### src/rtl/noc_pkg.sv
// Shared parameters and packet field helpers for the 4-node linear NoC chain.
package noc_pkg;
    localparam int PACKET_SIZE = 8;
    localparam int NUM_NODES   = 4;
    localparam int ADDR_W      = 2;
    localparam int DEST_LSB    = 0;
    localparam int PAYLOAD_LSB = ADDR_W;

    function automatic logic [ADDR_W-1:0] get_dest(input logic [PACKET_SIZE-1:0] pkt);
        return pkt[DEST_LSB +: ADDR_W];
    endfunction
endpackage

### src/rtl/noc_router.sv
// One router stage: independent one-entry east and west lane registers,
// local ejection on a destination match, otherwise forward one hop per clock.
module noc_router
    import noc_pkg::*;
#(
    parameter int NODE_ID = 0
) (
    input  logic                   clk,
    input  logic                   rst,
    input  logic                   e_in_valid,
    input  logic [PACKET_SIZE-1:0] e_in_data,
    input  logic                   w_in_valid,
    input  logic [PACKET_SIZE-1:0] w_in_data,
    output logic                   e_fwd_valid,
    output logic [PACKET_SIZE-1:0] e_fwd_data,
    output logic                   w_fwd_valid,
    output logic [PACKET_SIZE-1:0] w_fwd_data,
    output logic                   e_eject_valid,
    output logic [PACKET_SIZE-1:0] e_eject_data,
    output logic                   w_eject_valid,
    output logic [PACKET_SIZE-1:0] w_eject_data
);
    // The chain ends have no neighbour in one direction; packets that would
    // leave the chain are simply not forwarded, which discards them.
    localparam logic HAS_EAST = (NODE_ID < NUM_NODES - 1);
    localparam logic HAS_WEST = (NODE_ID > 0);

    logic                   e_valid, w_valid;
    logic [PACKET_SIZE-1:0] e_pkt, w_pkt;
    logic                   e_here, w_here;

    always_ff @(posedge clk) begin
        if (!rst) begin
            e_valid <= 1'b0;
            e_pkt   <= '0;
            w_valid <= 1'b0;
            w_pkt   <= '0;
        end else begin
            if (e_in_valid) begin
                e_valid <= 1'b1;
                e_pkt   <= e_in_data;
            end else begin
                e_valid <= 1'b0;
                e_pkt   <= '0;
            end
            if (w_in_valid) begin
                w_valid <= 1'b1;
                w_pkt   <= w_in_data;
            end else begin
                w_valid <= 1'b0;
                w_pkt   <= '0;
            end
        end
    end

    assign e_here = (get_dest(e_pkt) == ADDR_W'(NODE_ID));
    assign w_here = (get_dest(w_pkt) == ADDR_W'(NODE_ID));

    assign e_eject_valid = e_valid && e_here;
    assign w_eject_valid = w_valid && w_here;
    assign e_eject_data  = e_eject_valid ? e_pkt : '0;
    assign w_eject_data  = w_eject_valid ? w_pkt : '0;

    assign e_fwd_valid = e_valid && !e_here && HAS_EAST;
    assign w_fwd_valid = w_valid && !w_here && HAS_WEST;
    assign e_fwd_data  = e_fwd_valid ? e_pkt : '0;
    assign w_fwd_data  = w_fwd_valid ? w_pkt : '0;
endmodule

### src/rtl/noc_chain4.sv
// Top of the NoC subsystem: four routers in a line, edge injection at nodes
// 0 (eastbound) and 3 (westbound), per-node ejection and a delivery counter.
module noc_chain4
    import noc_pkg::*;
#(
    parameter int PACKET_SIZE = noc_pkg::PACKET_SIZE,
    parameter int NUM_NODES   = noc_pkg::NUM_NODES,
    parameter int ADDR_W      = noc_pkg::ADDR_W
) (
    input  logic                             clk,
    input  logic                             rst,
    input  logic [PACKET_SIZE-1:0]           left_in,
    input  logic                             left_en,
    input  logic [PACKET_SIZE-1:0]           right_in,
    input  logic                             right_en,
    output logic [NUM_NODES*PACKET_SIZE-1:0] east_data,
    output logic [NUM_NODES-1:0]             east_valid,
    output logic [NUM_NODES*PACKET_SIZE-1:0] west_data,
    output logic [NUM_NODES-1:0]             west_valid,
    output logic [7:0]                       delivered_count
);
    if (ADDR_W != $clog2(NUM_NODES) || PACKET_SIZE != noc_pkg::PACKET_SIZE ||
        NUM_NODES != noc_pkg::NUM_NODES) begin : g_bad_cfg
        $error("noc_chain4: parameters must match noc_pkg");
    end

    logic [NUM_NODES-1:0]                  e_in_valid, w_in_valid;
    logic [NUM_NODES-1:0]                  e_fwd_valid, w_fwd_valid;
    logic [NUM_NODES-1:0][PACKET_SIZE-1:0] e_in_data, w_in_data;
    logic [NUM_NODES-1:0][PACKET_SIZE-1:0] e_fwd_data, w_fwd_data;

    assign e_in_valid[0]           = left_en;
    assign e_in_data[0]            = left_in;
    assign w_in_valid[NUM_NODES-1] = right_en;
    assign w_in_data[NUM_NODES-1]  = right_in;

    for (genvar n = 0; n < NUM_NODES; n++) begin : g_node
        if (n > 0) begin : g_e_link
            assign e_in_valid[n] = e_fwd_valid[n-1];
            assign e_in_data[n]  = e_fwd_data[n-1];
        end
        if (n < NUM_NODES - 1) begin : g_w_link
            assign w_in_valid[n] = w_fwd_valid[n+1];
            assign w_in_data[n]  = w_fwd_data[n+1];
        end

        noc_router #(.NODE_ID(n)) u_router (
            .clk           (clk),
            .rst           (rst),
            .e_in_valid    (e_in_valid[n]),
            .e_in_data     (e_in_data[n]),
            .w_in_valid    (w_in_valid[n]),
            .w_in_data     (w_in_data[n]),
            .e_fwd_valid   (e_fwd_valid[n]),
            .e_fwd_data    (e_fwd_data[n]),
            .w_fwd_valid   (w_fwd_valid[n]),
            .w_fwd_data    (w_fwd_data[n]),
            .e_eject_valid (east_valid[n]),
            .e_eject_data  (east_data[n*PACKET_SIZE +: PACKET_SIZE]),
            .w_eject_valid (west_valid[n]),
            .w_eject_data  (west_data[n*PACKET_SIZE +: PACKET_SIZE])
        );
    end

    // Forwards off either end of the chain go nowhere (always zero by construction).
    logic unused_edge_fwd;
    assign unused_edge_fwd = ^{e_fwd_valid[NUM_NODES-1], e_fwd_data[NUM_NODES-1],
                               w_fwd_valid[0], w_fwd_data[0]};

    always_ff @(posedge clk) begin
        if (!rst) begin
            delivered_count <= '0;
        end else begin
            delivered_count <= delivered_count + 8'($countones(east_valid))
                                               + 8'($countones(west_valid));
        end
    end
endmodule

### config.mk
export PLATFORM = sky130hd
export DESIGN_NAME = noc_chain4
export DESIGN_NICKNAME = d
export VERILOG_FILES = /design/src/rtl/noc_pkg.sv /design/src/rtl/noc_router.sv /design/src/rtl/noc_chain4.sv
export SDC_FILE = /design/constraint.sdc
export NUM_CORES = 1
export LEC_CHECK = 0
export ABC_AREA = 1
export ABC_CLOCK_PERIOD_IN_PS = 3550
export CORE_MARGIN = 2
export CORE_UTILIZATION = 30
export DETAILED_ROUTE_END_ITERATION = 7
export HOLD_SLACK_MARGIN = 0.08
export REMOVE_ABC_BUFFERS = 1
export SKIP_LAST_GASP = 1
export SYNTH_ARGS = -nofsm -noshare
export SYNTH_HDL_FRONTEND = slang
export SYNTH_SLANG_ARGS = --single-unit
### constraint.sdc
create_clock -name clk -period 3.55 [get_ports clk]
set_input_delay 0.5325 -clock clk [delete_from_list [all_inputs] [get_ports clk]]
set_output_delay 0.5325 -clock clk [all_outputs]
set_load 0.02 [all_outputs]
==> impl_metrics.env, run 1 <==
export IMPL_maxSlewViolCount=0
export IMPL_numCtsBuffers=9
export IMPL_worstSetupPathType="flop to flop"
export IMPL_dr_pass1_iters=4
export IMPL_die_h_um=105.1
export IMPL_tightest_slew_ns=0.7057
export IMPL_peakVddDrop_mv=0.1509
export IMPL_max_slew_margin_pct=52.80
export IMPL_fin_util_pct=43.24
export IMPL_vias=2384
export IMPL_synth_top_area_share_pct=52.24
export IMPL_ff_latch_area_um2=1602
export IMPL_place_gp_congestion=0.7286
export IMPL_multi_input_area_um2=935.9
export IMPL_hold_viol=0
export IMPL_antenna_cells=0
export IMPL_grtUsageTotal_pct=11.23
export IMPL_antenna_found_initial=0
export IMPL_setup_tns_ns=0
export IMPL_vias_per_cell=3.802
export IMPL_finalSetupViolCount=0
export IMPL_crit_family="adder cells"
export IMPL_cts_hold_buf=0
export IMPL_postRouteAntennaNets=0
export IMPL_p_per_area_nw_per_um2=396.9
export IMPL_total_power_mw=1.693
export IMPL_cts_tree="built"
export IMPL_clk_latency_ns=0.34
export IMPL_syn_avg_cell_area_um2=7.741
export IMPL_dieArea_um2=11040
export IMPL_synth_area_um2=3065
export IMPL_grt_max_degree=16
export IMPL_r2r_setup_slack_ns=0.18
export IMPL_wire_per_inst_um=9.207
export IMPL_drtIter0Drc=71
export IMPL_clk_path_buf_depth=2
export IMPL_place_hpwl_um=4679
export IMPL_start_util_pct=31.08
export IMPL_drive_above_1_share_pct=6.073
export IMPL_nNetsFinal=522
export IMPL_slowest_stage="fa_1"
export IMPL_grt_overflow_total=0
export IMPL_clk_pin_slew_ns=0.07
export IMPL_yosysSeqAreaShare_pct=52.24
export IMPL_critical_path_required_ns=3.77
export IMPL_arrival_ns=3.60
export IMPL_totalWireLength_um=5773
export IMPL_cts_resized=0
export IMPL_cts_htree_levels=3
export IMPL_fin_crit_ns=3.372
export IMPL_ys_types=19
export IMPL_synth_cells=396
export IMPL_status="completed"
export IMPL_post_synth_top_area_cell="dfxtp_1"
export IMPL_remaining_drc_errors=0
export IMPL_ios=100
export IMPL_drv_cap=0
export IMPL_path_cells="inv_1, nand3_1, fa_1, fa_1, inv_1, fa_1, fa_1, fa_1, nand3_1, nand2_1, o21ai_0, a21oi_1"
export IMPL_syn2layout_area_growth_pct=39.14
export IMPL_end_kind="flop"
export IMPL_path_buf_inv=2
export IMPL_fp_dieW_um=105.1
export IMPL_leakage_nw=1.808
export IMPL_cp_common_cell="fa_1"
export IMPL_io_buffers=91
export IMPL_ys_ff_latch=80
export IMPL_rsz0062_at_grt="no"
export IMPL_postCtsSetupRepairBufs=0
export IMPL_core_um2=9864
export IMPL_clock_sinks=80
export IMPL_slowest_delay_ns=0.51
export IMPL_synth_warnings=0
export IMPL_row_count=36
export IMPL_root_buffer="clkbuf_8"
export IMPL_grt_pass1_vias=2193
export IMPL_grt_pass1_wl_um=9873
export IMPL_fin_worst_skew_ns=0.005000
export IMPL_fillers=1000
export IMPL_period_share_pct=94.98
export IMPL_cp_start_kind="flop"
export IMPL_hold_class="flop to flop"
export IMPL_critPathMaxFanout=4
export IMPL_synth_area_leaders="dfxtp_1 (52%), nor2_1 (15%), inv_1 (13%)"
export IMPL_fmax_mhz=296.6
logic make-up (layout without fill, tap and decap cells):
kind of cell             count (synthesis)  count (layout)  share of synthesized area (%)
AO/OA/AOI/OAI                           10              10                          2.122
adder cells (fa/ha/maj)                 11              11                          5.714
buffers and inverters                  128             219                          18.08
flip-flops                              80              80                          52.25
other                                    1               8                         0.1223
AND/OR/NAND/NOR                        166             166                          21.71
cells in the final DEF, fill, tap and decap left out:
cell type / n
a21oi_1: 6
nor2_2: 2
ha_1: 6
buf_4: 4
clkinv_2: 2
bufinv_16: 2
inv_1: 108
inv_2: 2
o21ai_0: 2
dfxtp_1: 80
and2_4: 1
fa_1: 5
or2_4: 1
nor2_1: 123
clkdlybuf4s50_1: 91
nand4_1: 1
nand2_2: 4
nand3_1: 12
conb_1: 8
o211ai_2: 2
clkbuf_8: 10
nand2_1: 22
flip-flops by register name, summed over array words and instances (netlist names):
name                     count
g_node.u_router.w_valid      4
g_node.u_router.e_valid      4
delivered_count              8
g_node.u_router.e_pkt       32
g_node.u_router.w_pkt       32
path summary, 6_finish.rpt:
kind / start / end / depth (start not counted)
setup reg to reg: g_node[1].u_router.w_pkt[1] / delivered_count[4] / 12
setup / recovery: g_node[1].u_router.w_pkt[1] / delivered_count[4] / 12
hold / removal: g_node[0].u_router.e_pkt[0] / g_node[1].u_router.e_pkt[0] / 2
hold reg to reg: g_node[0].u_router.e_pkt[0] / g_node[1].u_router.e_pkt[0] / 2
layout make-up:
class                           count  area share, %
Sequential cell                    80          37.55
Timing Repair Buffer               95          22.06
Inverter                          110          9.680
Tap cell                          133          3.901
Clock buffer                       10          3.227
Clock inverter                      4          1.643
Multi-Input combinational cell    195          21.94
worst register-to-register path, delay by kind of cell, from the launching register on:
family	cells	cell delay (ns)
fa+ha+maj	5	2.29
simple gates	3	0.31
compound gates	2	0.21
buf+inv	2	0.12
flops	1	0.32
synth_stat cells:
| master | number |
|---|---|
| ha_1 | 6 |
| nand3_1 | 12 |
| dfxtp_1 | 80 |
| conb_1 | 1 |
| nand4_1 | 1 |
| fa_1 | 5 |
| or2_4 | 1 |
| clkbuf_8 | 1 |
| nand2_1 | 22 |
| nor2_1 | 123 |
| and2_4 | 1 |
| o21ai_0 | 2 |
| buf_4 | 17 |
| inv_1 | 108 |
| inv_2 | 2 |
| a21oi_1 | 6 |
| o211ai_2 | 2 |
| nand2_2 | 4 |
| nor2_2 | 2 |
where the power goes:
group,internal (mW),switching (mW)
clock,0.405,0.290
combinational,0.0373,0.0462
sequential,0.910,0.00507
through the flow:
stage          std cells  setup slack [ns]  cell area [um2]  hold WS [ns]
2_1_floorplan        385            0.2057             2950        0.4082
3_3_place_gp         613            0.2602             4058        0.4193
3_5_place_dp         613            0.2026             4058        0.4194
4_1_cts              627            0.1668             4265        0.4336
5_1_grt              627           0.01432             4265        0.4527
6_report             627            0.1781             4265        0.4300
metal layers:
| metal | track usage, % | vias to the layer above | routed length (um) | share of wire (%) |
|---|---|---|---|---|
| li1 | - | 1276 | - | - |
| met1 | 12.88 | 1046 | 2535 | 44 |
| met2 | 19.02 | 51 | 2848 | 49 |
| met3 | 3.369 | 11 | 265 | 4.6 |
| met4 | 5.429 | 0 | 124 | 2.1 |
| met5 | 0 | - | 0 | 0 |
(Power assumes the default switching activity.)
==> run 2: changes to the inputs <==
CORE_UTILIZATION = 41   (was 30)
CTS_CLUSTER_SIZE = 14   (was default)
PLACE_DENSITY = 0.75   (was default)
SKIP_CTS_REPAIR_TIMING = 1   (was default)
==> impl_metrics.env, run 2 (same netlist as run 1, synthesis figures left out) <==
export IMPL_cts_tree="built"
export IMPL_postRouteAntennaNets=0
export IMPL_critical_path_required_ns=3.77
export IMPL_root_buffer="clkbuf_8"
export IMPL_die_h_um=90.47
export IMPL_leakage_nw=1.824
export IMPL_drv_cap=0
export IMPL_top_regs="g_node.u_router.e_pkt x32, g_node.u_router.w_pkt x32, delivered_count x8"
export IMPL_path_cells="inv_1, nand3_2, fa_1, fa_1, inv_1, fa_1, fa_1, fa_1, nand3_1, nand2_1, o21ai_0, a21oi_1"
export IMPL_place_gp_congestion=0.7200
export IMPL_io_buffers=91
export IMPL_hold_slack_ns=0.4316
export IMPL_grt_max_degree=16
export IMPL_dieArea_um2=8184
export IMPL_grt_pass1_vias=2195
export IMPL_antenna_found_initial=0
export IMPL_fp_dieW_um=90.47
export IMPL_placed_area_um2=4015
export IMPL_clock_sinks=80
export IMPL_arrival_ns=3.58
export IMPL_place_hpwl_um=4424
export IMPL_grtUsageTotal_pct=14.08
export IMPL_maxSlewViolCount=0
export IMPL_ios=100
export IMPL_p_per_area_nw_per_um2=420.2
export IMPL_core_um2=7253
export IMPL_grt_pass1_wl_um=9204
export IMPL_drtIter0Drc=69
export IMPL_finalSetupViolCount=0
export IMPL_numCtsBuffers=9
export IMPL_clk_latency_ns=0.34
export IMPL_antenna_cells=0
export IMPL_total_power_mw=1.792
export IMPL_start_util_pct=42.26
export IMPL_cp_common_cell="fa_1"
export IMPL_cp_start_kind="flop"
export IMPL_cts_htree_levels=3
export IMPL_remaining_drc_errors=0
export IMPL_row_count=31
export IMPL_fmax_mhz=297.4
export IMPL_final_cell_mix="nor2_1 (123), inv_1 (108), clkdlybuf4s50_1 (91), dfxtp_1 (80), nand2_1 (22)"
export IMPL_nNetsFinal=522
export IMPL_postLayoutCellArea_um2=4265
export IMPL_fin_worst_skew_ns=0.009036
export IMPL_peakVddDrop_mv=0.2812
export IMPL_max_slew_margin_pct=53.83
export IMPL_hold_viol=0
export IMPL_clk_path_buf_depth=2
export IMPL_end_kind="flop"
export IMPL_final_common_cell="nor2_1"
export IMPL_period_share_pct=94.72
export IMPL_clk_pin_slew_ns=0.08
export IMPL_rsz0062_at_grt="no"
export IMPL_syn2layout_area_growth_pct=39.14
export IMPL_totalWireLength_um=5545
export IMPL_hold_class="flop to flop"
export IMPL_fin_crit_ns=3.362
export IMPL_tightest_slew_ns=0.6904
export IMPL_grt_overflow_total=0
export IMPL_slowest_stage="fa_1"
export IMPL_drive_above_1_share_pct=6.452
export IMPL_vias=2372
export IMPL_status="completed"
export IMPL_vias_per_cell=3.987
export IMPL_slowest_delay_ns=0.51
export IMPL_critPathMaxFanout=4
export IMPL_fillers=662
export IMPL_setup_tns_ns=0
export IMPL_worstSetupPathType="flop to flop"
export IMPL_setup_slack_ns=0.1875
export IMPL_dr_pass1_iters=4
export IMPL_pre_cts_slack_ns=0.2060
export IMPL_wire_per_inst_um=9.319
-- run 2: cell types whose count changed in the layout (fill, tap and decap cells not counted) --
cell / delta
clkbuf_1: +1
bufinv_16: +1
nand3_1: -1
clkinv_4: +1
clkinv_2: -1
nand3_2: +1
-- run 2: worst paths after layout --
check	from	to	slack, ns	cells after the start
min reg2reg	g_node[3].u_router.w_pkt[2]	g_node[2].u_router.w_pkt[2]	0.43	2
max reg2reg	g_node[1].u_router.w_pkt[1]	delivered_count[4]	0.19	12
min	g_node[3].u_router.w_pkt[2]	g_node[2].u_router.w_pkt[2]	0.43	2
max	g_node[1].u_router.w_pkt[1]	delivered_count[4]	0.19	12
-- run 2: critical path, delay by kind of cell (launching register included) --
kind / cells / cell delay (ns)
AOI/OAI and AO/OA: 2 / 0.23
buffers and inverters: 2 / 0.14
and+or+nand+nor: 3 / 0.27
DFF: 1 / 0.32
adders and majority gates: 5 / 2.29
-- run 2: area by class of cell --
class | count | area, um2 | area share [%]
clock buffer | 11 | 141.4 | 3.315
sequential | 80 | 1602 | 37.55
tap | 99 | 123.9 | 2.904
inverter | 110 | 412.9 | 9.680
timing repair buffer | 95 | 940.9 | 22.06
clock inverter | 5 | 103.9 | 2.435
multi-input combinational | 195 | 940.9 | 22.06
-- run 2: layer usage --
layer	part of all wire, %	global-route usage, %	wire length, um	vias up
li1	-	-	-	1287
met1	42	15.19	2345	1012
met2	51	25.87	2848	63
met3	4.0	2.755	223	10
met4	2.3	7.308	128	0
met5	0	0	0	-
-- run 2: metrics by stage --
step	utilization, %	cells
2_1_floorplan	-	385
3_3_place_gp	55.36	579
3_5_place_dp	55.36	579
4_1_cts	58.74	595
5_1_grt	58.81	595
6_report	58.81	595
-- run 2: power breakdown --
group | internal, mW | leakage [nW] | switching (mW)
logic | 0.0373 | 1.05 | 0.0456
clock network | 0.487 | 0.124 | 0.308
registers | 0.910 | 0.648 | 0.00505
